## src/rtl/flag_issue_scheduler.sv

```systemverilog
// Flag-aware issue stage: owns NZCV, tracks in-flight flag setters,
// stalls conditional instructions until flags resolve, issues with exec/annul.
module flag_issue_scheduler #(
    parameter int unsigned MAX_INFLIGHT = 3
) (
    input  logic       clk,
    input  logic       rst_n,
    input  logic       id_valid,
    input  logic [3:0] id_cond,
    input  logic       id_s,
    output logic       id_ready,
    output logic       issue_valid,
    input  logic       issue_ready,
    output logic       issue_exec,
    output logic       issue_s,
    input  logic       ex_flag_valid,
    input  logic [3:0] ex_flags,
    input  logic       flush,
    output logic [3:0] status,
    output logic       stall,
    output logic       err
);

    localparam int unsigned CNT_W = $clog2(MAX_INFLIGHT + 1);
    localparam logic [CNT_W-1:0] PEND_MAX = CNT_W'(MAX_INFLIGHT);

    typedef enum logic {ST_RUN, ST_STALL} state_t;

    state_t           r_state;
    state_t           w_state_next;
    logic [CNT_W-1:0] r_pend;
    logic             r_issue_valid;
    logic             r_issue_exec;
    logic             r_issue_s;
    logic [3:0]       r_status;
    logic             r_err;

    logic             w_needs;
    logic             w_pend_zero;
    logic             w_resolved;
    logic [3:0]       w_flags;
    logic             w_pass;
    logic             w_s_next;
    logic             w_accept;
    logic             w_inc;
    logic             w_dec;

    // ARM condition evaluation, flags ordered {N,Z,C,V}
    function automatic logic cond_pass(input logic [3:0] c, input logic [3:0] f);
        logic n, z, cf, v;
        n  = f[3];
        z  = f[2];
        cf = f[1];
        v  = f[0];
        case (c)
            4'h0:    cond_pass = z;
            4'h1:    cond_pass = !z;
            4'h2:    cond_pass = cf;
            4'h3:    cond_pass = !cf;
            4'h4:    cond_pass = n;
            4'h5:    cond_pass = !n;
            4'h6:    cond_pass = v;
            4'h7:    cond_pass = !v;
            4'h8:    cond_pass = cf & !z;
            4'h9:    cond_pass = !cf | z;
            4'hA:    cond_pass = (n == v);
            4'hB:    cond_pass = (n != v);
            4'hC:    cond_pass = !z & (n == v);
            4'hD:    cond_pass = z | (n != v);
            4'hE:    cond_pass = 1'b1;
            default: cond_pass = 1'b0;
        endcase
    endfunction

    // Flag source selection, readiness and accept
    always_comb begin
        w_needs     = (id_cond != 4'hE) && (id_cond != 4'hF);
        w_pend_zero = (r_pend == '0);
        w_resolved  = w_pend_zero || ((r_pend == CNT_W'(1)) && ex_flag_valid);
        w_flags     = w_pend_zero ? r_status : ex_flags;
        w_pass      = cond_pass(id_cond, w_flags);
        w_s_next    = id_s & w_pass;
        id_ready    = !flush
                    && (!r_issue_valid || issue_ready)
                    && (!w_needs || w_resolved)
                    && !(id_s && (r_pend == PEND_MAX) && !ex_flag_valid);
        w_accept    = id_valid & id_ready;
        w_inc       = w_accept & w_s_next;
        w_dec       = ex_flag_valid & !w_pend_zero;
    end

    // Issue slot: load on accept, hold under backpressure, drop on handshake or flush
    always_ff @(posedge clk or negedge rst_n) begin
        if (!rst_n) begin
            r_issue_valid <= 1'b0;
            r_issue_exec  <= 1'b0;
            r_issue_s     <= 1'b0;
        end else if (flush) begin
            r_issue_valid <= 1'b0;
            r_issue_exec  <= 1'b0;
            r_issue_s     <= 1'b0;
        end else if (w_accept) begin
            r_issue_valid <= 1'b1;
            r_issue_exec  <= w_pass;
            r_issue_s     <= w_s_next;
        end else if (issue_ready) begin
            r_issue_valid <= 1'b0;
            r_issue_exec  <= 1'b0;
            r_issue_s     <= 1'b0;
        end
    end

    // Pending flag-setter count, status register and sticky underflow error
    always_ff @(posedge clk or negedge rst_n) begin
        if (!rst_n) begin
            r_pend   <= '0;
            r_status <= 4'b0000;
            r_err    <= 1'b0;
        end else begin
            if (ex_flag_valid) begin
                r_status <= ex_flags;
            end
            if (ex_flag_valid && w_pend_zero) begin
                r_err <= 1'b1;
            end
            if (flush) begin
                r_pend <= '0;
            end else if (w_inc && !w_dec) begin
                r_pend <= r_pend + CNT_W'(1);
            end else if (w_dec && !w_inc) begin
                r_pend <= r_pend - CNT_W'(1);
            end
        end
    end

    // FSM state register
    always_ff @(posedge clk or negedge rst_n) begin
        if (!rst_n) begin
            r_state <= ST_RUN;
        end else begin
            r_state <= w_state_next;
        end
    end

    // FSM next state: stall only on unresolved flags, never on backpressure
    always_comb begin
        w_state_next = r_state;
        case (r_state)
            ST_RUN: begin
                if (!flush && id_valid && w_needs && !w_resolved) begin
                    w_state_next = ST_STALL;
                end
            end
            ST_STALL: begin
                if (flush || w_resolved || !id_valid) begin
                    w_state_next = ST_RUN;
                end
            end
            default: w_state_next = ST_RUN;
        endcase
    end

    assign issue_valid = r_issue_valid;
    assign issue_exec  = r_issue_exec;
    assign issue_s     = r_issue_s;
    assign status      = r_status;
    assign err         = r_err;
    assign stall       = (r_state == ST_STALL);

endmodule
```

## config.mk

```make
export PLATFORM = sky130hd
export DESIGN_NAME = flag_issue_scheduler
export DESIGN_NICKNAME = d
export VERILOG_FILES = /design/src/rtl/flag_issue_scheduler.sv
export SDC_FILE = /design/constraint.sdc
export NUM_CORES = 1
export LEC_CHECK = 0
export CAP_MARGIN = 10
export CORE_MARGIN = 2
export CORE_UTILIZATION = 50
export CTS_BUF_LIST = sky130_fd_sc_hd__clkbuf_4
export DETAILED_ROUTE_END_ITERATION = 16
export HOLD_SLACK_MARGIN = 0.02
export PLACE_DENSITY = 0.83
export SKIP_CTS_REPAIR_TIMING = 1
export SYNTH_ARGS = -nofsm -noshare
export SYNTH_HDL_FRONTEND = slang
export SYNTH_SLANG_ARGS = --single-unit
```

## constraint.sdc

```tcl
create_clock -name clk -period 4.25 [get_ports clk]
set_input_delay 1.0625 -clock clk [delete_from_list [all_inputs] [get_ports clk]]
set_output_delay 1.0625 -clock clk [all_outputs]
set_load 0.03 [all_outputs]
```

==> results of run 1 <==
==> worst min path at each step <==
stage,endpoint,cells after the start
after floorplan,err,1
after global placement,err,1
after detailed placement,err,1
after CTS,err,1
after global routing,err,1
final,err,1
==> Yosys cell counts (2+ instances only) <==
library cell and n:
sky130_fd_sc_hd__buf_6 2, sky130_fd_sc_hd__a21oi_1 3, sky130_fd_sc_hd__nor2b_1 2, sky130_fd_sc_hd__nor2_1 6
sky130_fd_sc_hd__buf_4 2, sky130_fd_sc_hd__dfrtp_1 11, sky130_fd_sc_hd__o2bb2ai_1 2, sky130_fd_sc_hd__nand2_1 8
sky130_fd_sc_hd__mux2i_1 4, sky130_fd_sc_hd__ha_1 3, sky130_fd_sc_hd__and3b_1 2, sky130_fd_sc_hd__xor2_1 2
sky130_fd_sc_hd__nand3_2 2, sky130_fd_sc_hd__mux2_2 6, sky130_fd_sc_hd__inv_1 2, sky130_fd_sc_hd__xnor2_1 3
==> per-stage QoR <==
step | utilization | setup WS, ps | area [sq um] | hold slack [ps] | instances
floorplan | - | 1280 | 895 | 651 | 85
global placement | 0.670 | 278 | 1140 | 442 | 132
detailed placement | 0.670 | 249 | 1140 | 460 | 132
CTS | 0.687 | 247 | 1170 | 477 | 136
global route | 0.687 | 132 | 1170 | 498 | 136
finish | 0.687 | 241 | 1170 | 467 | 136
==> cell families (layout without fill, tap and decap cells) <==
family                     Yosys count  after routing
adders and majority gates            3              3
and+or+nand+nor                     29             29
muxes                               11             11
DFF                                 11             11
AOI/OAI and AO/OA                   20             20
xor gates and xnor gates             5              5
buffers and inverters                6             32
==> final cells by class <==
cell class | count | area (sq um) | area share
sequential | 11 | 275 | 0.235
timing repair buffer | 26 | 255 | 0.217
multi-input combinational | 68 | 574 | 0.489
tap | 25 | 31.3 | 0.0267
clock buffer | 4 | 30.0 | 0.0256
inverter | 2 | 7.51 | 0.00640
==> registers in the layout (all words and copies together) (netlist names) <==
name / cells
status: 4
err: 1
issue_valid: 1
stall: 1
issue_s: 1
r_pend: 2
issue_exec: 1
==> worst reg2reg max path, cell delays in order, from the launching register on <==
cell	delay, ps
sky130_fd_sc_hd__dfrtp_1	430
sky130_fd_sc_hd__inv_1	80
sky130_fd_sc_hd__ha_1	450
sky130_fd_sc_hd__mux4_1	630
sky130_fd_sc_hd__xnor2_1	150
sky130_fd_sc_hd__nand2b_1	120
sky130_fd_sc_hd__a211oi_2	340
sky130_fd_sc_hd__a21oi_1	130
sky130_fd_sc_hd__a31o_1	230
==> power by group through the flow <==
stage	Sequential, mW	Combinational (mW)	Clock (mW)
CTS	0.137	0.258	0.0807
finish	0.137	0.257	0.0779
detailed placement	0.138	0.258	0
floorplan	0.155	0.177	0
global placement	0.137	0.255	0
global route	0.139	0.283	0.0837
==> layer usage <==
layer | part of all wire | global-route usage | vias up
met5 | 0 | 0 | -
met4 | 0.026 | 0.120 | 0
met3 | 0.047 | 0.0471 | 7
met2 | 0.48 | 0.333 | 21
met1 | 0.44 | 0.265 | 359
li1 | - | - | 375
==> flow_results.org, run 1 <==
** Global routing
- The number of global-route vias before repair came to 736.
- Entering global routing, the biggest net connects 12 pins.
- First-pass GRT wire length :: 3.18 mm
- Global routing finished with a remaining overflow of 0.
- For this run, the total global-route usage over all layers was measured as 0.212.
- Initial antenna violation count :: 0

** Cells and area
- In the final design database the tool counted 130 nets.
- Relative to the synthesized area, the layout overhead comes to 31.2%.
- Total of fill cells in the finished design :: between 100 and 150
- In the final layout, the share of cells above drive strength 1 is 0.180.
- Leading cell types in the layout, fill and taps excluded :: sky130_fd_sc_hd__clkdlybuf4s50_1, sky130_fd_sc_hd__dfrtp_1, sky130_fd_sc_hd__nand2_1, sky130_fd_sc_hd__nor2_1, sky130_fd_sc_hd__mux2_2
- Inserted Diodes :: 0
- Leading cell type in the layout, fill and taps excluded :: sky130_fd_sc_hd__clkdlybuf4s50_1

** Setup path
- Reg2Reg Depth :: 8
- Crit path launch :: id_cond[2]
- Critical path peak fanout :: 9
- Stage delay of the slowest cell on the critical path :: 740 ps
- Worst Path Arrival :: about 3000 ps
- In this run the register-to-register setup slack is approximately 1600 ps.
- Reg-to-reg startpoint :: r_pend[0]
- In this design, the critical path's most frequently occurring cell is sky130_fd_sc_hd__clkdlybuf4s50_1.
- Capture instance of the worst register-to-register path :: issue_s
- The critical path contains buffers and inverters numbering 2 combined.
- Crit-path slowest cell :: sky130_fd_sc_hd__clkdlybuf4s50_1
- Data required time of the critical path :: between 3000 and 4000 ps
- Counting buffers and inverters, the worst setup path is 4 cells deep.
- STA classifies the critical path startpoint as an input port.
- Cells along the critical path :: clkdlybuf4s50_1 -> nand3_2 -> a2111oi_4 -> clkdlybuf4s50_1
- The kind of cell with the highest combined delay along the critical path is buffers and inverters.
- The worst setup path is captured at an output pin.
- Critical Setup Path Class :: input port to output pin
- The most critical setup path has its endpoint at id_ready.

** Yosys
- Synth warnings :: 0
- Dominant combinational cell family by area after synthesis :: compound AO/OA/AOI/OAI gates
- Yosys mapped the design onto 41 distinct sky130hd cell types.
- By area the synthesized netlist is led by sky130_fd_sc_hd__dfrtp_1, sky130_fd_sc_hd__mux2_2, sky130_fd_sc_hd__mux2i_1, sky130_fd_sc_hd__ha_1, sky130_fd_sc_hd__nand2_1.
- The cell area that synthesis handed to floorplanning was roughly 900 sq um.
- For this run, the register share of the synthesized area comes to 0.308.
- Multiplexer share of the synthesized area :: 0.150
- Post-synthesis async set-or-reset flop share :: 1.00
- The compound-cell area share of the yosys netlist came to 0.208.
- Among all flip-flop cells after synthesis, the most frequent one is sky130_fd_sc_hd__dfrtp_1.
- Of the total synthesized cell area, the portion taken by XOR and XNOR cells is 0.0490.
- Flops & latches, synth :: 11
- Area share of the leading cell type in the synthesized netlist :: 0.308
- Total nets after synthesis :: 103
- Synthesized instance count :: 85
- Counting flops with a built-in enable in the synthesized netlist gives 0.
- Adder-cell area share of the yosys netlist :: 0.0420
- Dividing the synthesized area by the synthesized cell count gives 10.5 sq um.
- Of the total synthesized cell area, the portion taken by AND, OR, NAND and NOR gates is 0.193.
- Summed over all instances, the cell type with the most area after synthesis is sky130_fd_sc_hd__dfrtp_1.

** STA
- Pins Over Slew Limit :: 0
- Largest clock skew in the final design :: between 3 and 4 ps
- Transition at the pin with the smallest max-transition slack :: 794 ps
- Based on the critical path, the design can be clocked at up to 249 MHz.
- Setup-violating endpoint count in the final report :: 0
- Final hold violation count :: 0
- RSZ-0062 raised after global routing :: no
- Share of the clock period used by the worst path after layout :: 0.943
- Clock period minus final worst setup slack :: 4010 ps
- Sum Neg Setup Slack :: 0 ps
- Headroom to the max-slew limit came out at 0.467.

** Drt
- In the final routed layout, each cell accounts on average for between 10 and 15 microns.
- The detail route stage leaves a number of antenna-violating nets equal to 0.
- Starting DRT DRC Count :: 11
- Total routed wirelength :: 1.91 mm
- Number of vias per cell after detailed routing :: ~5.6
- For this block, the via count after detailed routing is 762.
- Before antenna repair, the detailed router went through 4 iterations.
- In the routed design, unresolved DRC markers number 0.

** Die
- In this run the horizontal extent of the chip is approximately 46 microns.
- Y dimension of the die :: 46.3 microns
- Number of core rows :: 15
- Number of placed I/O pins :: 25
- The die covers about 0.0021 sq mm.
- For this configuration, the core starts out at a cell density of 0.524.
- The core region is around 0.0017 sq mm.

** Pwr
- Share of total power consumed by net switching :: 0.391
- P per Cell Area :: 401 mW/mm^2
- Internal power comes to roughly 290 uW.
- Reported leakage power :: 0.498 nW
- Worst VDD drop :: between 200 and 300 uV
- The share of total power dissipated in sequential elements is 0.290.
- Overall power consumption after layout is estimated at 471 uW.
- For this design the total switching power over the nets is 184 uW.
- Of the total power, the clock network draws 0.165.
- The share of total power dissipated in combinational logic is 0.545.

** CTS
- For the worst-skew pair, the clock arrives at the later sink with an insertion delay of 270 ps.
- H-tree depth reported by CTS :: 1
- TritonCTS built the clock tree.
- Clock transition at the register clock pins on the worst setup and hold paths after CTS :: 60 ps
- Clock tree synthesis inserted a total of 3 buffers.
- The tree is rooted in a sky130_fd_sc_hd__clkbuf_4.
- Maximum clock insertion buffer count :: 2
- For this design, the sink count on the clock tree is 11.

** Placement
- PortBufs :: 24
- Placed wire-length estimate after detailed placement :: roughly 1.6 mm
- Routability-driven placement finished with a final weighted congestion of 0.857.

** Hold path
- In this run the worst hold path is classified as flop to flop.
- Critical hold path startpoint :: err

** Job
- The tool flagged a number of max-cap violations equal to 0.

** Run status
- The flow ran to the end, and the final reports show no timing, DRC or antenna violations.
Power figures use the tool's default switching activity.
==> run 2, diff against run 1 <==
--- a/config.mk
+++ b/config.mk
@@ -8,7 +8,6 @@
 export CAP_MARGIN = 10
 export CORE_MARGIN = 2
 export CORE_UTILIZATION = 50
-export CTS_BUF_LIST = sky130_fd_sc_hd__clkbuf_4
 export DETAILED_ROUTE_END_ITERATION = 16
 export HOLD_SLACK_MARGIN = 0.02
 export PLACE_DENSITY = 0.83
==> run 2 against run 1 <==
Clock skew up 1.9 ps. Largest cell class unchanged. Critical endpoint unchanged. Highest routed layer unchanged. Worst setup slack worse by 1.8 ps. Final cell count did not move.
==> flow_results.org, run 2 (synthesis gave the netlist of run 1 again) <==
** Cells and area
- The combined area of the multi-input logic cells came to 574 sq um (unchanged).
- The flip-flop count of the largest register after layout came to 4 (unchanged).
- The area occupied by registers is 275 sq um (unchanged).
- The final-stage net count came to 130 (unchanged).
- Leaving out fill and tap cells, the most frequent cell in the layout is sky130_fd_sc_hd__clkdlybuf4s50_1.
- Leading cell types in the layout, fill and taps excluded :: sky130_fd_sc_hd__clkdlybuf4s50_1, sky130_fd_sc_hd__dfrtp_1, sky130_fd_sc_hd__nand2_1, sky130_fd_sc_hd__nor2_1, sky130_fd_sc_hd__mux2_2
- Share of cells above drive strength 1 :: 0.171 (-0.00901)
- Inserted Diodes :: 0 (unchanged)
- Compared with the post-synthesis result, the final layout area differs by 30.8%.
- Total of fill cells in the finished design :: 139 (+0.72%)

** Drt
- The number of design rule violations left after detail routing is 0 (unchanged).
- Starting DRT DRC Count :: 8 (-3)
- Number of vias per cell after detailed routing :: 5.52 (-1.4%)
- Avg WL per Cell :: 14.1 microns (+0.63%)
- The count of TritonRoute iterations in the first routing pass was 3 (-1).
- Via Count :: 751 (-1.4%)
- Number of antenna-violating nets in the routed design :: 0 (unchanged)
- The wire length reported by the detailed router was 1.92 mm (+0.63%).

** STA
- Achievable frequency :: 249 MHz (about the same)
- Final hold violation count :: 0 (unchanged)
- RSZ-0062 raised after global routing :: no
- Share of the clock period used by the worst path after layout :: 0.944 (about the same)
- Setup-violating endpoint count in the final report :: 0 (unchanged)
- The final sum of negative setup slack is 0 ps (unchanged).
- Transition at the pin with the smallest max-transition slack :: 796 ps (+1.87 ps)
- The final max-slew violation count was 0 (unchanged).
- The clock period minus worst slack came to 4010 ps (+1.79 ps).
- Max-Slew Margin vs Limit :: 0.466 (-0.00126)
- Largest clock skew in the final design :: 5.41 ps (+1.94 ps)

** Global routing
- Global route total overflow :: 0 (unchanged)
- Pin count of the biggest net entering global routing :: 12 (unchanged)
- Grt met2 use :: 0.342 (+0.00833)
- The number of global-route vias before repair came to 746 (+1.4%).
- Overall global routing resource usage :: 0.217 (+0.00485)
- Met3 Usage GRT :: 0.0471 (unchanged)
- Initial antenna violation count :: 0 (unchanged)
- Global Route met1 Usage :: 0.272 (+0.00728)
- The first-pass GRT wire length was 3.26 mm (+2.4%).
- Most Crowded Layer GR :: met2

** CTS
- H-tree depth reported by CTS :: 1 (unchanged)
- CTS placed an instance of sky130_fd_sc_hd__clkbuf_4 at the clock tree root.
- The source-to-sink clock delay at the later pin of the worst-skew pair is 270 ps (about the same).
- TritonCTS clock tree :: yes
- Number of clock buffers inserted by TritonCTS :: 3 (unchanged)
- Clock transition at the register clock pins on the worst setup and hold paths after CTS :: 70 ps (about the same)
- The clock net sink count was 11 (unchanged).
- Maximum clock insertion buffer count :: 2 (unchanged)

** Job
- Number of max-cap violations :: 0 (unchanged)

** Setup path
- Traced cell by cell, the critical path runs through clkdlybuf4s50_1 -> nand3_2 -> a2111oi_4 -> clkdlybuf4s50_1.
- STA classifies the critical path startpoint as an input port.
- The data arrival time of the critical path is 2950 ps (about the same).
- The worst reg-to-reg path cell count is 8 (unchanged).
- Most common cell type on the critical path :: sky130_fd_sc_hd__clkdlybuf4s50_1
- The maximum cell stage delay along the critical path is 740 ps (about the same).
- Crit-path slowest cell :: sky130_fd_sc_hd__clkdlybuf4s50_1
- The worst-case register-to-register setup slack came to 1580 ps (about the same).
- By startpoint and endpoint, the worst setup path is classified as input port to output pin.
- Data required time of the critical path :: 3190 ps (about the same)
- Critical path peak fanout :: 9 (unchanged)
- Critical path endpoint category :: output pin

** Placement
- The count of buffers from port buffering was 24 (unchanged).
- Placer congestion estimate :: 0.857 (unchanged)
- The post-DP HPWL is 1.57 mm (unchanged).

** Die
- Number of placed I/O pins :: 25 (unchanged)
- The effective utilization at floorplan was 0.524 (unchanged).
- The area of the core is 0.00171 sq mm (unchanged).
- Floorplan die area :: 0.00214 sq mm (unchanged)
- Number of core rows :: 15 (unchanged)
- The vertical die dimension came to 46.3 microns (unchanged).
- Die Width :: 46.3 microns (unchanged)

** Hold path
- The min-delay analysis places its worst path in the category flop to flop.
- Hold Path Depth :: 1 (unchanged)

** Pwr
- The total power divided by cell area came to 397 mW/mm^2 (-1.0%).
- Worst VDD drop :: 260 uV (about the same)
- The static leakage is 0.495 nW (-0.69%).
- Final total power :: 465 uW (-1.3%)

** Run status
- The flow ran to the end, and the final reports show no timing, DRC or antenna violations.
[run 2: cell counts in the layout (fill, tap and decap cells not counted)]
Identical to the previous run, type by type.
[run 2: through the flow]
stage,cell area [sq um],util,setup slack [ps],hold slack (ps),cells
after floorplan,895,-,1280,651,85
after global placement,1140,0.670,278,442,132
after detailed placement,1140,0.670,249,460,132
after CTS,1170,0.685,247,477,136
after global routing,1170,0.685,132,498,136
final,1170,0.685,239,470,136
[run 2: worst paths after layout]
path,startpoint,endpoint
max,id_cond[2],id_ready
min,err,err
max reg2reg,r_pend[0],issue_s
min reg2reg,err,err
max in group asynchronous,rst_n,issue_exec
min in group asynchronous,rst_n,stall
[run 2: layout make-up]
| cell class | instances | share of cell area |
|---|---|---|
| multi-input combinational | 68 | 0.491 |
| sequential | 11 | 0.235 |
| timing repair buffer | 26 | 0.218 |
| tap | 25 | 0.0267 |
| clock buffer | 4 | 0.0225 |
| inverter | 2 | 0.00642 |
[run 2: layer usage]
| metal | part of all wire | wire, microns |
|---|---|---|
| met5 | 0 | 0 |
| met4 | 0.016 | 30 |
| met3 | 0.035 | 68 |
| met2 | 0.49 | 951 |
| met1 | 0.45 | 874 |
[run 2: worst max-delay path, delay by kind of cell]
kind	cells	cell delay (ps)
AOI/OAI and AO/OA	1	360
and+or+nand+nor	1	150
buffers and inverters	2	1380
[run 2: power by group]
| group | leakage, nW | switching (mW) | internal, mW |
|---|---|---|---|
| Clock | 0.0150 | 0.0344 | 0.0363 |
| Combinational | 0.344 | 0.134 | 0.123 |
| Sequential | 0.136 | 0.0160 | 0.121 |
==> run 3, diff against run 2 <==
--- a/config.mk
+++ b/config.mk
@@ -7,10 +7,10 @@
 export LEC_CHECK = 0
 export CAP_MARGIN = 10
 export CORE_MARGIN = 2
-export CORE_UTILIZATION = 50
+export CORE_UTILIZATION = 47
 export DETAILED_ROUTE_END_ITERATION = 16
 export HOLD_SLACK_MARGIN = 0.02
-export PLACE_DENSITY = 0.83
+export PLACE_DENSITY = 0.79
 export SKIP_CTS_REPAIR_TIMING = 1
 export SYNTH_ARGS = -nofsm -noshare
 export SYNTH_HDL_FRONTEND = slang
==> constraint.sdc (replaced) <==
create_clock -name clk -period 4 [get_ports clk]
set_input_delay 1 -clock clk [delete_from_list [all_inputs] [get_ports clk]]
set_output_delay 1 -clock clk [all_outputs]
set_load 0.03 [all_outputs]
==> run 3 against run 2 <==
Utilization fell by 0.91 points. First-iteration DRC count rose by 75%. Global-route usage fell by 1.5 points. Combinational power rose by 7%. Clock power rose by 6.5%. Register-to-register slack got worse by 300 ps. Clock-buffer cell count did not move. Clock skew rose by 0.64 ps. Critical path type unchanged.
==> flow_results.org, run 3 (synthesis gave the netlist of run 1 again) <==
** Run status
- Run status :: finished, final reports clean

** Drt
- Number of vias per cell after detailed routing :: 5.69 (+3.1%)
- Avg WL per Cell :: 14.2 microns (+0.33%)
- The count of TritonRoute iterations in the first routing pass is 6 (+3).
- The wire length reported by the detailed router was 1.97 mm (+2.5%).
- Number of antenna-violating nets in the routed design :: 0 (unchanged)
- Via Count :: 791 (+5.3%)
- Starting DRT DRC Count :: 14 (+6)
- The number of design rule violations left after detail routing is 0 (unchanged).

** Job
- Number of max-cap violations :: 0 (unchanged)

** STA
- Largest clock skew in the final design :: 6.05 ps (+0.641 ps)
- The routed design could run at a clock period as short as between 3000 and 4000 ps.
- For this run, the top clock speed supported by timing is ~260 MHz.
- The final setup violation count came to 0 (unchanged).
- The worst-case headroom to the max-slew limit is 0.486 (+0.0207).
- Pins Over Slew Limit :: 0 (unchanged)
- The pin slew with the least headroom to its limit was 765 ps (-30.8 ps).
- RSZ-0062 raised after global routing :: no
- Share of the clock period used by the worst path after layout :: 0.952
- The hold violation total from the final report came to 0 (unchanged).
- Sum Neg Setup Slack :: 0 ps (unchanged)

** Setup path
- The worst reg-to-reg path cell count came to 8 (unchanged).
- Buffers & Inverters on Critical Path :: 2 (unchanged)
- The setup path with the least slack is of type input port to output pin.
- The most critical setup path has its endpoint at id_ready.
- Capture instance of the worst register-to-register path :: issue_s
- The data required time at the worst endpoint came to 3000 ps (-190 ps).
- Worst Path Arrival :: 2810 ps (-140 ps)
- The critical path starts at ex_flag_valid.
- The count of cell instances traversed by the critical path is 4 (unchanged).
- The worst setup path is launched from an input port.
- The worst register-to-register path begins at r_pend[0].
- Cells along the critical path :: clkdlybuf4s50_1 -> and3b_1 -> a2111oi_4 -> clkdlybuf4s50_1
- The worst-case register-to-register setup slack was 1280 ps (-300 ps).
- Stage delay of the slowest cell on the critical path :: 740 ps (about the same)
- Grouping stages by cell kind, the critical path spends the most delay in buffers and inverters.
- Among all stages on the critical path, the largest delay is contributed by sky130_fd_sc_hd__clkdlybuf4s50_1.
- Critical path peak fanout :: 3 (-6)
- Most common cell type on the critical path :: sky130_fd_sc_hd__clkdlybuf4s50_1
- Critical path endpoint category :: output pin

** Placement
- The post-DP HPWL is 1.59 mm (+1.5%).
- Placer congestion estimate :: 0.824 (-3.8%)
- The count of buffers from port buffering is 24 (unchanged).

** Hold path
- The worst hold path belongs to the class flop to flop.

** Global routing
- The first-pass GRT wire length is 3.14 mm (-3.6%).
- Overall global routing resource usage :: 0.201 (-0.0154)
- The pin count of the biggest net entering global routing was 12 (unchanged).
- The remaining global-route overflow is 0 (unchanged).
- Vias in the first global route :: 747 (+0.13%)
- Initial antenna violation count :: 0 (unchanged)

** CTS
- The number of levels the H-tree was split into was 1 (unchanged).
- The root buffer cell chosen for the clock tree is sky130_fd_sc_hd__clkbuf_4.
- The CTS buffer count is 3 (unchanged).
- The post-CTS clock slew at the launch and capture registers of the worst setup and hold paths was 70 ps (about the same).
- Clock insertion delay at the later pin of the skew report :: 270 ps (about the same)
- The number of buffers between clock root and the deepest sink was 2 (unchanged).
- TritonCTS clock tree :: yes
- The clock net sink count is 11 (unchanged).

** Die
- Die Width :: 47.6 microns (+2.9%)
- Number of placed I/O pins :: 25 (unchanged)
- Core area :: 0.00176 sq mm (+3.3%)
- Floorplan die area :: 0.00227 sq mm (+5.8%)
- Number of core rows :: 15 (unchanged)
- The vertical die dimension came to 47.6 microns (+2.9%).
- The effective utilization at floorplan was 0.507 (-0.0167).

** Cells and area
- Inserted Diodes :: 0 (unchanged)
- Number of nets in the layout :: 133 (+2.3%)
- The library cells used most frequently in the layout, excluding fill and tap cells, are sky130_fd_sc_hd__clkdlybuf4s50_1, sky130_fd_sc_hd__dfrtp_1, sky130_fd_sc_hd__nand2_1, sky130_fd_sc_hd__nor2_1, sky130_fd_sc_hd__mux2_2.
- The proportion of layout cells with a drive suffix above 1 is 0.193 (+0.0218).
- Leading cell type in the layout, fill and taps excluded :: sky130_fd_sc_hd__clkdlybuf4s50_1
- Number of flip-flops under the largest register name :: 4 (unchanged)
- Total of fill cells in the finished design :: 146 (+5.0%)
- Post-synthesis to final-layout area growth :: 33.3%

** Pwr
- Reported leakage power :: 0.509 nW (+2.9%)
- The power consumption was 496 uW (+6.8%).
- The total power divided by cell area was 416 mW/mm^2 (+4.8%).
- Worst VDD drop :: 240 uV (-7.5%)
==> run 3: final cells by class <==
class                           instances  area [sq um]  share of cell area
Clock buffer                            4          26.3              0.0220
Inverter                                2          7.51             0.00630
Multi-Input combinational cell         68           574               0.482
Sequential cell                        11           275               0.231
Tap cell                               25          31.3              0.0262
Timing Repair Buffer                   29           278               0.233
==> run 3: routing by layer <==
layer  part of all wire  global-route usage
met5                  0                   0
met4             0.0071              0.0811
met3              0.049              0.0340
met2               0.51               0.346
met1               0.43               0.251
==> run 3: report_power, final <==
group,switching (mW),internal [mW]
clock,0.0367,0.0385
sequential,0.0163,0.128
combinational,0.143,0.133
total,0.196,0.300
==> run 3: worst reg2reg max path, cell delays in order (launching register included) <==
cell and delay, ps:
sky130_fd_sc_hd__dfrtp_1 430, sky130_fd_sc_hd__inv_1 80, sky130_fd_sc_hd__ha_1 460, sky130_fd_sc_hd__mux4_1 640, sky130_fd_sc_hd__xnor2_1 160, sky130_fd_sc_hd__nand2b_1 120, sky130_fd_sc_hd__a211oi_2 340, sky130_fd_sc_hd__a21oi_1 150
sky130_fd_sc_hd__a31o_1 230
==> run 3: worst min path at each step <==
stage / from / to / slack [ps] / cells after the start
after global routing: err / err / 510 / 1
after CTS: err / err / 460 / 1
final: err / err / 460 / 1
after detailed placement: err / err / 450 / 1
after floorplan: err / err / 650 / 1
after global placement: err / err / 440 / 1
==> run 3: per-stage QoR <==
stage                     utilization  instance area (sq um)  instances  hold slack (ps)  setup WS [ps]
after floorplan                     -                    895         85              651           1150
final                           0.676                   1190        139              457            193
after global routing            0.676                   1190        139              512            124
after detailed placement        0.661                   1170        135              448            187
after CTS                       0.676                   1190        139              464            186
after global placement          0.661                   1170        135              442            198
==> variant 1 (config.mk and constraints of run 1) <==
`MAX_INFLIGHT`: 3 -> 2.
--- a/src/rtl/flag_issue_scheduler.sv
+++ b/src/rtl/flag_issue_scheduler.sv
@@ -3,3 +3,3 @@
 module flag_issue_scheduler #(
-    parameter int unsigned MAX_INFLIGHT = 3
+    parameter int unsigned MAX_INFLIGHT = 2
 ) (
Behaviour: not the same (Yosys sat finds a counterexample within 4 cycles, from zero or initial values and one cycle with rst_n low).
==> variant 1 against run 1 <==
Critical path depth unchanged. Combinational power up 34%. Worst setup slack improved by 130 ps. Sequential cell count unchanged. Synthesized area increased by 0.14%. Final area grew 1.4%. Total power rose by 19%. First-iteration DRC count increased by 64%. Wire length is 3.5% higher. Critical endpoint unchanged.
==> variant 1: results (changes against run 1) <==
| Metric | Value |
|---|---|
| Vias/cell | 5.531 (-1.3%) |
| Max reg flops | 4 (unchanged) |
| Leakage | 0.5124 nW (+2.9%) |
| Top Family by Delay on Critical Path | buffers and inverters |
| Router iterations before antenna repair | 4 (unchanged) |
| Largest net degree at the start of global routing | 12 (unchanged) |
| Reg2Reg Depth | 9 (+1) |
| Ranking of synthesized cells by area | dfrtp_1 (31%), mux2i_1 (5.6%), mux2_2 (5.0%), ha_1 (4.2%), a21oi_1 (3.9%) |
| Clock skew after layout | 2.984 ps (-0.4827 ps) |
| CP max stage delay | 700 ps (-40 ps) |
| CTS buffer count | 3 (unchanged) |
| CTS H-Tree Depth | 1 (unchanged) |
| Slowest CP cell | clkdlybuf4s50_1 |
| Gp weighted congestion | 0.8318 (-2.9%) |
| Hold depth | 1 (unchanged) |
| Clk buf depth | 2 (unchanged) |
| Register area share after synthesis | 30.73% (-0.043 points) |
| Vias in the first global route | 763 (+3.7%) |
| Most common library cells after synthesis | dfrtp_1 (11), a21oi_1 (7), mux2i_1 (5), nand2_1 (5), nor2_1 (5) |
| Ys async rst share | 100.0% (unchanged) |
| Slew margin rel. | 68.01% (+21 points) |
| DP Area | 1160 um^2 (+1.4%) |
| Count of different cell masters after synthesis | 43 (+4.9%) |
| Worst vdd ir | 0.0003128 V (+21%) |
| Total GRT Usage | 21.35% (+0.17 points) |
| Outcome | finished clean |
| Global-route wire length before repair | 3243 um (+2.0%) |
| Syn Nets | 112 (+8.7%) |
| CP Max Fanout | 8 (-1) |
| Ys Warns | 0 (unchanged) |
| Post-DR wirelength/cell | 13.65 um (-2.9%) |
| Final setup viols | 0 (unchanged) |
| Fraction of layout cells with a size suffix above 1 | 16.67% (-1.4 points) |
| Dpl hpwl | 1578 um (+0.57%) |
| Hold Crit Class | reg2reg |
| Initial antenna violation count | 0 (unchanged) |
| Clk root buf | clkbuf_4 |
| Critical path arrival | 2820 ps (-130 ps) |
| Clock latency on the worst-skew pair | about 260 ps |
| Fill count | 128 (-7.2%) |
| Fin nets | 139 (+6.9%) |
| Psw | 0.0002292 W (+24%) |
| Drt initial violations | 18 (+7) |
## variant 1: cell count changes in the layout (fill, tap and decap cells not counted), moves of 3 or more
cell      before  now
a21oi_1        3    7
nand2_1        8    5
nand3_1        0    4
nand3b_1       0    3
o21ai_0        0    3
## variant 1: logic make-up after synthesis
| group | after synthesis | synth area share (%) |
|---|---|---|
| AOI/OAI and AO/OA | 21 | 16.62 |
| xor gates and xnor gates | 5 | 4.889 |
| adders and majority gates | 3 | 4.190 |
| buffers and inverters | 10 | 5.445 |
| DFF | 11 | 30.73 |
| muxes | 9 | 10.61 |
| and+or+nand+nor | 35 | 27.52 |
## variant 1: power groups by stage
stage	registers [W]	logic [W]	clock network [W]
floorplan	0.000157	0.000245	0
global placement	0.000140	0.000337	0
detailed placement	0.000140	0.000344	0
CTS	0.000138	0.000347	0.0000785
global route	0.000141	0.000371	0.0000837
finish	0.000139	0.000345	0.0000754
## variant 1: path summary, 6_finish.rpt
path                            start     endpoint  slack (ps)
max                        id_cond[1]     id_ready         370
max reg2reg                 r_pend[1]    r_pend[1]        1700
min in group asynchronous       rst_n  issue_valid        1120
min reg2reg                       err          err         460
min                               err          err         460
max in group asynchronous       rst_n    status[2]        2800
## variant 1: area by class of cell
type / count / area share [%]
clock buffer: 4 / 2.524
inverter: 5 / 1.577
tap: 25 / 2.629
sequential: 11 / 23.13
multi-input combinational: 73 / 48.05
timing repair buffer: 27 / 22.08
## variant 1: worst register-to-register path, delay by kind of cell, from the launching register on
kind                     cells  cell delay [ps]
AND/OR/NAND/NOR              3              840
AO/OA/AOI/OAI                3              400
buffers and inverters        1              110
multiplexers                 1              270
flip-flops                   1              420
adder cells (fa/ha/maj)      1              430
## variant 1: metal layers
metal | vias up | part of all wire (%) | GRT usage [%]
li1 | 394 | - | -
met1 | 390 | 44 | 24.28
met2 | 16 | 52 | 39.17
met3 | 2 | 3.5 | 3.137
met4 | 0 | 0.51 | 8.571
met5 | - | 0 | 0
## variant 1: through the flow
stage                     utilization, %   power, W  cells  worst slack (ps)
final                              69.67  0.0005595    145             366.4
after global routing               69.67  0.0005954    145             288.1
after CTS                          69.67  0.0005636    145             365.9
after detailed placement           67.91  0.0004837    141             387.4
after global placement             67.91  0.0004772    141             432.2
after floorplan                        -  0.0004028     94              1227
==> variant 2 (settings of run 1) <==
Without the edit above. Put one more register stage on the output `status`, with the module's reset. The value now appears one clock later. The other outputs are not delayed to match.
--- a/src/rtl/flag_issue_scheduler.sv
+++ b/src/rtl/flag_issue_scheduler.sv
@@ -165,3 +165,9 @@
     assign issue_s     = r_issue_s;
-    assign status      = r_status;
+    always_ff @(posedge clk or negedge rst_n) begin
+        if (!rst_n) begin
+            status <= '0;
+        end else begin
+            status <= r_status;
+        end
+    end
     assign err         = r_err;
Behaviour: not the same (a bounded check fails within 4 cycles, from zero or initial values and one cycle with rst_n low).
==> variant 2 against run 1 <==
Sequential share of layout area increased by 5.0 points. Final cell count increased by 16%. Non-clock buffer count decreased by 1. Total power increased by 19%. Worst hold slack got worse by 52 ps. Final area increased by 12%. Worst setup slack improved by 150 ps. Sequential power increased by 35%. Maximum frequency increased by 3.9%. Wire length increased by 17%. Sequential cell count increased by 4. Count of clock-buffer cells in the layout unchanged. Synthesized area increased by 15%. Largest cell class unchanged.
==> variant 2: results (changes against run 1) <==
| Metric | Value |
|---|---|
| Clock skew after layout | 2.753 ps (-0.7140 ps) |
| Critical path arrival | 2800 ps (-150 ps) |
| CTS H-Tree Depth | 1 (unchanged) |
| Fin. Hold Viols | 0 (unchanged) |
| Global Route met3 Usage | 2.454% (-2.3 points) |
| Seq. pwr | 0.000185 W (+35%) |
| Top Family by Delay on Critical Path | buffers and inverters |
| Initial antenna violation count | 0 (unchanged) |
| Total GRT Usage | 20.14% (-1.0 points) |
| Ranking of synthesized cells by area | dfrtp_1 (36%), mux2i_1 (6.8%), mux2_2 (5.5%), nor2_1 (4.0%), ha_1 (3.6%) |
| Final instance area | 1320 um^2 (+12%) |
| Global-route wire length before repair | 3815 um (+20%) |
| Dpl hpwl | 1833 um (+17%) |
| Leakage | 0.5507 nW (+11%) |
| Clk root buf | clkbuf_4 |
| Clk buf depth | 2 (unchanged) |
| Seq pwr share | 33.2% (+4.2 points) |
| CP Max Fanout | 9 (unchanged) |
| Most common library cells after synthesis | dfrtp_1 (15), nor2_1 (11), mux2i_1 (7), nand2_1 (7) |
| Post-DR wirelength/cell | 14.14 um (+0.57%) |
| Fill count | 166 (+20%) |
| Ys async rst share | 100.0% (unchanged) |
| Fin nets | 150 (+15%) |
| Largest net degree at the start of global routing | 16 (+4) |
| CP max stage delay | 680 ps (-60 ps) |
| Post-synth top area share | 36.50% (+5.7 points) |
| Count of different cell masters after synthesis | 41 (unchanged) |
| Outcome | finished clean |
| Syn Nets | 124 (+20%) |
| Fraction of layout cells with a size suffix above 1 | 16.03% (-2.0 points) |
| Reg clk slew, reported paths | 80 ps (+20 ps) |
| PortBufs | 24 (unchanged) |
| Met2 usage | 35.59% (+2.3 points) |
| Clock latency on the worst-skew pair | 270 ps (about the same) |
| Largest registers | r_status x4, status x4, r_pend x2 |
| Sw Ratio | 39.45% (+0.36 points) |
| Hold Crit Class | reg2reg |
| Fin Setup TNS | 0 ps (unchanged) |
| Total wire length | 2234 um (+17%) |
| Met1 GRT Util | 24.80% (-1.7 points) |
| Avg Cell Area, Syn | 9.703 um^2 (-7.8%) |
| Worst vdd ir | 0.0002426 V (-6.5%) |
| Vias in the first global route | 898 (+22%) |
| Router iterations before antenna repair | 4 (unchanged) |
| Proportion of power drawn by the clock network | 14.9% (-1.6 points) |
| Register area share after synthesis | 36.50% (+5.7 points) |
| Drt initial violations | 28 (+17) |
| Ys Warns | 0 (unchanged) |
| Antenna diodes | 0 (unchanged) |
| Slowest CP cell | clkdlybuf4s50_1 |
| Dpl ws | 402.3 ps (+153.6 ps) |
| CTS buffer count | 3 (unchanged) |
| Vias/cell | 5.804 (+3.6%) |
| Slew at the pin closest to its max-slew limit | 658.1 ps (-136.3 ps) |
| Gp weighted congestion | 0.7958 (-7.1%) |
==> variant 2: cell count changes in the layout (fill, tap and decap cells not counted), sizes merged, moves of 3 or more <==
cell          run 1  this run
a21oi             4         0
dfrtp            11        15
mux2i             4         7
nand4             1         6
nor2              6        11
o21ai             0         6
==> variant 2: cell type report <==
type	instances	area share, %
Inverter	4	1.137
Tap cell	27	2.559
Multi-Input combinational cell	83	46.82
Timing Repair Buffer	25	18.77
Sequential cell	15	28.44
Clock buffer	4	2.275
==> variant 2: worst paths after layout <==
path	start	end	slack (ps)	cells after the start
worst max-delay path	id_cond[2]	id_ready	390	5
worst min-delay path	r_status[1]	status[1]	420	0
worst max register to register	r_pend[1]	r_pend[1]	1450	8
worst min register to register	r_status[1]	status[1]	420	0
max in group asynchronous	rst_n	r_status[2]	2640	1
min in group asynchronous	rst_n	r_status[3]	1190	1
==> variant 2: metal layers <==
| metal | up-vias | routed length, um | share of wire [%] |
|---|---|---|---|
| met5 | - | 0 | 0 |
| met4 | 0 | 52 | 2.3 |
| met3 | 4 | 82 | 3.7 |
| met2 | 24 | 1086 | 49 |
| met1 | 449 | 1012 | 45 |
| li1 | 440 | - | - |
==> variant 2: worst register-to-register path, cell delays in order (launching register included) <==
cell     delay, ps
dfrtp_1        430
inv_1          100
ha_1           460
mux2_1         400
or3_1          310
nand4_1        110
nand4_2        180
mux2i_1        160
or4_1          530
==> variant 2: cells by family after synthesis <==
logic type      count (synthesis)  synth area share, %
compound gates                 20                14.60
xor+xnor                        4                3.406
fa+ha+maj                       3                3.650
buf+inv                         8                3.406
flops                          15                36.50
mux                            13                13.38
simple gates                   43                25.06
